<file path="src/rtl/stim_sequencer.sv">
// stim_sequencer: replays stored stimulus steps into an external FSM and scores its outputs.
// Define STIM_SEQ_STOP_ON_ERR_EN to end a run at the first mismatching step.
module stim_sequencer #(
  parameter int DEPTH = 8,
  parameter int AW = 3
) (
  input  logic          clk,
  input  logic          reset,
  input  logic          wr_en,
  input  logic [AW-1:0] wr_addr,
  input  logic [7:0]    wr_data,
  input  logic [AW:0]   len,
  input  logic          start,
  output logic          dut_n_reset,
  output logic          dut_a,
  output logic          dut_b,
  output logic          dut_c,
  input  logic          dut_s,
  input  logic          dut_t,
  input  logic          dut_k,
  input  logic          dut_l,
  input  logic          dut_n,
  output logic          busy,
  output logic          done,
  output logic          pass,
  output logic [AW:0]   err_count,
  output logic [AW-1:0] err_step
);
  typedef enum logic [2:0] {IDLE, DUT_RST, APPLY, CHECK, FINISH} state_t;
  state_t        r_state, w_next;
  logic [7:0]    r_mem [DEPTH];
  logic [AW-1:0] r_idx;
  logic [AW:0]   r_len;
  logic [AW:0]   r_err_count;
  logic [AW-1:0] r_err_step;
  logic          r_pass;
  logic          w_len_ok, w_accept, w_act, w_mis, w_last, w_stop;
  logic [7:0]    w_entry;
  assign w_len_ok = (len != '0) && (len <= (AW+1)'(DEPTH));
  assign w_accept = (r_state == IDLE) && start && w_len_ok;
  assign w_entry  = r_mem[r_idx];
  assign w_act    = (r_state == APPLY) || (r_state == CHECK);
  assign w_mis    = (r_state == CHECK) && ({dut_s, dut_t, dut_k, dut_l, dut_n} != w_entry[4:0]);
  assign w_last   = {1'b0, r_idx} == r_len - (AW+1)'(1);
`ifdef STIM_SEQ_STOP_ON_ERR_EN
  assign w_stop = w_mis;
`else
  assign w_stop = 1'b0;
`endif
  assign {dut_a, dut_b, dut_c} = w_act ? w_entry[7:5] : 3'b000;
  assign dut_n_reset = r_state != DUT_RST;
  assign busy        = (r_state == DUT_RST) || w_act;
  assign done        = r_state == FINISH;
  assign pass        = r_pass;
  assign err_count   = r_err_count;
  assign err_step    = r_err_step;
  // Step memory has no reset so stored programs survive a sequencer reset.
  always_ff @(posedge clk) begin
    if (wr_en && r_state == IDLE) r_mem[wr_addr] <= wr_data;
  end
  always_comb begin
    w_next = r_state;
    case (r_state)
      IDLE:    w_next = w_accept ? DUT_RST : IDLE;
      DUT_RST: w_next = APPLY;
      APPLY:   w_next = CHECK;
      CHECK:   w_next = (w_last || w_stop) ? FINISH : APPLY;
      FINISH:  w_next = IDLE;
      default: w_next = IDLE;
    endcase
  end
  always_ff @(posedge clk) begin
    if (reset) begin
      r_state     <= IDLE;
      r_idx       <= '0;
      r_len       <= '0;
      r_err_count <= '0;
      r_err_step  <= '0;
      r_pass      <= 1'b0;
    end else begin
      r_state <= w_next;
      if (w_accept) begin
        r_len       <= len;
        r_idx       <= '0;
        r_err_count <= '0;
        r_err_step  <= '0;
        r_pass      <= 1'b0;
      end
      if (r_state == CHECK) begin
        if (w_mis && r_err_count != '1) r_err_count <= r_err_count + (AW+1)'(1);
        if (w_mis && r_err_count == '0) r_err_step <= r_idx;
        if (!w_last && !w_stop) r_idx <= r_idx + AW'(1);
      end
      if (r_state == FINISH) begin
        r_pass <= r_err_count == '0;
        r_idx  <= '0;
      end
    end
  end
endmodule
</file>
<file path="config.mk">
export PLATFORM = sky130hd
export DESIGN_NAME = stim_sequencer
export DESIGN_NICKNAME = d
export VERILOG_FILES = /design/src/rtl/stim_sequencer.sv
export SDC_FILE = /design/constraint.sdc
export NUM_CORES = 1
export LEC_CHECK = 0
export ABC_CLOCK_PERIOD_IN_PS = 5400
export CELL_PAD_IN_SITES_DETAIL_PLACEMENT = 1
export CELL_PAD_IN_SITES_GLOBAL_PLACEMENT = 2
export CORE_MARGIN = 3
export CORE_UTILIZATION = 43
export CTS_CLUSTER_DIAMETER = 80
export CTS_CLUSTER_SIZE = 10
export DETAILED_ROUTE_END_ITERATION = 10
export GPL_TIMING_DRIVEN = 0
export PLACE_DENSITY_LB_ADDON = 0.1
export SLEW_MARGIN = 40
export SYNTH_ARGS = -nofsm -noshare
export SYNTH_HDL_FRONTEND = slang
export SYNTH_SLANG_ARGS = --single-unit
</file>
<file path="constraint.sdc">
create_clock -name clk -period 5.4 [get_ports clk]
set_input_delay 1.08 -clock clk [delete_from_list [all_inputs] [get_ports clk]]
set_output_delay 1.08 -clock clk [all_outputs]
set_load 0.01 [all_outputs]
</file>
**Yosys cells after proc, flatten, opt, wreduce, memory -nomap -nowiden**

Memory sizes are Yosys's and may differ from the RTL's. A register that Yosys moved wholly into a read port is not among the register bits.
Index checks and enable logic that the tools add are counted.

- Equal/unequal tests: 8
- Order comparisons: 1
- Multiplexer cells: 18
- Reduce and logical (&&, ||, !) cells: 14
- Multiply operators: 0
- Add/sub/neg operators: 3
- Bitwise operators: 0
- Divide/modulo/power cells: 0
- Shift operators: 0

Operators by type and width:

| cell | number |
|---|---|
| $mux 3 | 9 |
| $mux 4 | 3 |
| $pmux 3 s4 | 1 |
| $logic_and 1x1->1 | 7 |
| $eq 3x2->1 const B | 2 |
| $mux 1 | 5 |
| $ne 5x5->1 | 1 |
| $add 4x1->4 const B | 1 |
| $eq 3x4->1 | 1 |
| $le 4x4->1 const B | 1 |
| $logic_not 4->1 | 1 |
| $ne 4x4->1 const B | 1 |
| $reduce_bool 4->1 | 1 |
| $sub 4x1->4 const B | 1 |
| $add 3x1->3 const B | 1 |
| $eq 3x1->1 const B | 1 |
| $eq 3x3->1 const B | 1 |
| $logic_not 3->1 | 1 |
| $ne 3x1->1 const B | 1 |
| $logic_or 1x1->1 | 2 |
| $reduce_bool 2->1 | 1 |
| $reduce_or 2->1 | 1 |

- Bits in latches: 0
- Memories: 1
- Register bits after elaboration: 18
- Bits in writable memories: 64
- Output and inout bits: 14
- Bits of input ports: 24
- Word-level logic and storage cells: 51
- ROM bits: 0

Memory list:

| memory | words | bits a word | read ports | clocked after memory_dff | write ports | RTL line | RTL |
|---|---|---|---|---|---|---|---|
| r_mem | 8 | 8 | 1 | 1 | 1 | 31 | `logic [7:0] r_mem [DEPTH];` |

**Longest topological paths before layout**

- Depth in word-level cells: 7
- Depth in mapped cells: 8
- Gate-level depth less buffers: 8

**Worst setup path before layout**

No wires, ideal clock.

- Kind: reg-to-output
- Start: register, netlist name r_idx[0]
- End: output dut_a
- Stages on the path, launching flop included: 7
- Arrival time: 1.528 ns
- Path buffers: 3
- Data required time: 4.320 ns
- Setup slack: 2.792 ns
- Path through: dfxtp_1 -> buf_6 -> buf_12 -> buf_2 -> mux4_2 -> nand2_1 -> a21oi_1

RTL lines:

| element | RTL line | RTL |
|---|---|---|
| end, declared | 15 | `output logic dut_a,` |

==> out/results.tsv <==
metric	value	unit
final worst path period need	3610	ps
Max Fclk	0.277	GHz
share of cells above drive strength 1	18.7	%
Max Clock Skew	11.8	ps
final wirelength	7390	um
synth cell count leaders	64 x edfxtp_1, 21 x mux2i_1, 18 x dfxtp_1	
largest family of logic cells by synthesized area	multiplexers	
crit path kind	flip-flop to output pin	
worst-skew pair later-pin latency	350	ps
Compound-Gate Fraction of Synth Area	3.11	%
Synth async-reset ratio	0	%
initial antenna violation count	0	
Slew Limit Fails	0	
chip width	96.7	um
top cell type's share of synthesized area	54.3	%
gate count of the mapped netlist	231	
post-synthesis sequential area ratio	64.5	%
Initial Utilization	45.1	%
Rows	32	
CTS buffer count	9	
Final Cycle Share	66.8	%
Antenna Nets Post-Route	0	
Crit path required time	4320	ps
power consumption	1.28	mW
first-pass GRT wire length	11700	um
DRC	0	
Resized cells post-CTS	0	
Crit path arrival time	2530	ps
crit path max fanout	10	
Post-synth top flop	edfxtp_1	
vias in the first global route	2098	
area leader, netlist	edfxtp_1	
CTS Root Cell	clkbuf_8	
Crit. End Element	output pin	
most frequent cell after synthesis	edfxtp_1	
Max Cap Viol	0	
count of input and output buffers	37	
Post-Syn Area	0.00354	sq mm
Area contributors post-synth	edfxtp_1 54%, dfxtp_1 10%, mux4_2 8.9%	
R2R Setup Slk	3030	ps
Antenna Cells	0	
TritonCTS Sinks	82	
EDFF count, synth	64	
Initial DRC Count	104	
area taken by multi-input logic gates	0.00120	sq mm
largest net degree at the start of global routing	15	
RSZ-0062 raised after global routing	false	
element type at the critical path start	flip-flop	
maximum clock insertion buffer count	2	
Yosys Warn Count	0	
Lkg Pwr	1.39	nW
Tot GR Track Use	16.6	%
post-DR wirelength/cell	19.2	um
multiplexer area fraction after synthesis	15.6	%
Synth Area in Simple Gates	10.2	%
Worst-path clk slew	80	ps
grt ovf	0	
H-Tree Depth	3	
Final GP Congestion	0.714	
Post-Synth Adder-Cell Area	1.41	%
Chip Height	96.7	um
Final Hold Fails	0	
Max rail drop VDD	0.184	mV
Area growth, synth to finish	21.0	%
sequential cell area	0.00228	sq mm
Post-CTS Setup Inserts	0	
setup TNS	0	ps
Via density	5.29	
syn_nets	259	
Cell Pwr Density	299	mW/mm^2
CTS tree	built	
via count	2036	
post-synthesis xor/xnor area fraction	2.72	%
die area	0.00936	sq mm
DR pass1 iterations	4	
#FFs+latches synth	82	
worst slew pin tran	746	ps
CTS Hold Bufs	0	
hpwl dp	5090	um
core area	0.00785	sq mm
Fillers	781	
Rel. slew slack	50.0	%
IO Pins	38	
synthesized area per cell	15.3	sq um
Setup violations, final	0	
Synth cell types	42	
outcome	finished clean	
Final #Nets	307	
HP Class	flip-flop to flip-flop	
kinds of logic after synthesis:
family / Yosys count
compound gates: 15
xor+xnor: 11
fa+ha+maj: 4
buf+inv: 16
flops: 82
mux: 37
simple gates: 66
where the power goes:
part	internal (mW)	leakage [nW]	switching, mW	total (mW)
clock network	0.260	0.110	0.226	0.487
registers	0.694	0.726	0.00662	0.700
logic	0.0439	0.555	0.0490	0.0928
total	0.998	1.39	0.282	1.28
cell usage in the layout, fill, tap and decap left out, types with 2 or more instances in the layout:
master and n:
a211oi_1 3, a21oi_1 4, and2_1 2, buf_2 4, bufinv_16 2, clkbuf_1 3, clkbuf_8 9, clkdlybuf4s50_1 37
clkinv_4 2, dfxtp_1 18, edfxtp_1 64, ha_1 4, inv_1 5, mux2i_1 21, mux4_2 14, nand2_1 10
nand2b_1 8, nand3_1 5, nand3b_1 7, nor2_1 9, nor2_2 6, nor3_1 6, nor3_2 2, nor3b_1 2
or3_1 2, xnor2_1 8, xor2_1 3
metrics by stage:
| step | cell area [sq um] | cells | hold WS, ps | utilization (%) | worst slack (ps) |
|---|---|---|---|---|---|
| 2_1_floorplan | 3540 | 231 | 478 | - | 2790 |
| 3_3_place_gp | 4040 | 370 | 478 | 51.5 | 2130 |
| 3_5_place_dp | 4060 | 370 | 478 | 51.8 | 2120 |
| 4_1_cts | 4280 | 385 | 493 | 54.5 | 1730 |
| 5_1_grt | 4280 | 385 | 518 | 54.6 | 1640 |
| 6_report | 4280 | 385 | 495 | 54.6 | 1790 |
worst max-delay path, stage by stage (launching register included):
cell             delay, ps
dfxtp_1                360
buf_6                  160
buf_12                 150
buf_2                  310
mux4_2                 560
nand2_1                 90
a21oi_1                 70
clkdlybuf4s50_1        480
path summary, 6_finish.rpt:
check,start,end,cells after the start
worst max-delay path,r_idx[0]$_SDFF_PP0_,dut_b,7
worst min-delay path,pass$_SDFFE_PP0P_,pass$_SDFFE_PP0P_,2
worst max register to register,r_idx[0]$_SDFF_PP0_,err_step[1]$_SDFF_PP0_,8
worst min register to register,pass$_SDFFE_PP0P_,pass$_SDFFE_PP0P_,2
flip-flops by register name, summed over array words and instances (netlist names):
register   cells
r_mem         64
err_step       3
r_state        3
r_len          4
pass           1
err_count      4
r_idx          3
routing by layer:
layer  global-route usage [%]  vias to the layer above  part of all wire, %
met5                        0                        -                    0
met4                     6.80                        0                  1.6
met3                     2.88                        9                  3.4
met2                     27.4                       36                   50
met1                     21.7                     1018                   45
li1                         -                      973                    -
layout make-up:
type                       count  area share (%)
inverter                       6           0.526
tap                          102            2.98
multi-input combinational    133            28.0
sequential                    82            53.3
timing repair buffer          37            8.64
buffer                        10            1.55
clock buffer                   9            2.89
clock inverter                 6            2.13
(Power assumes the default switching activity.)
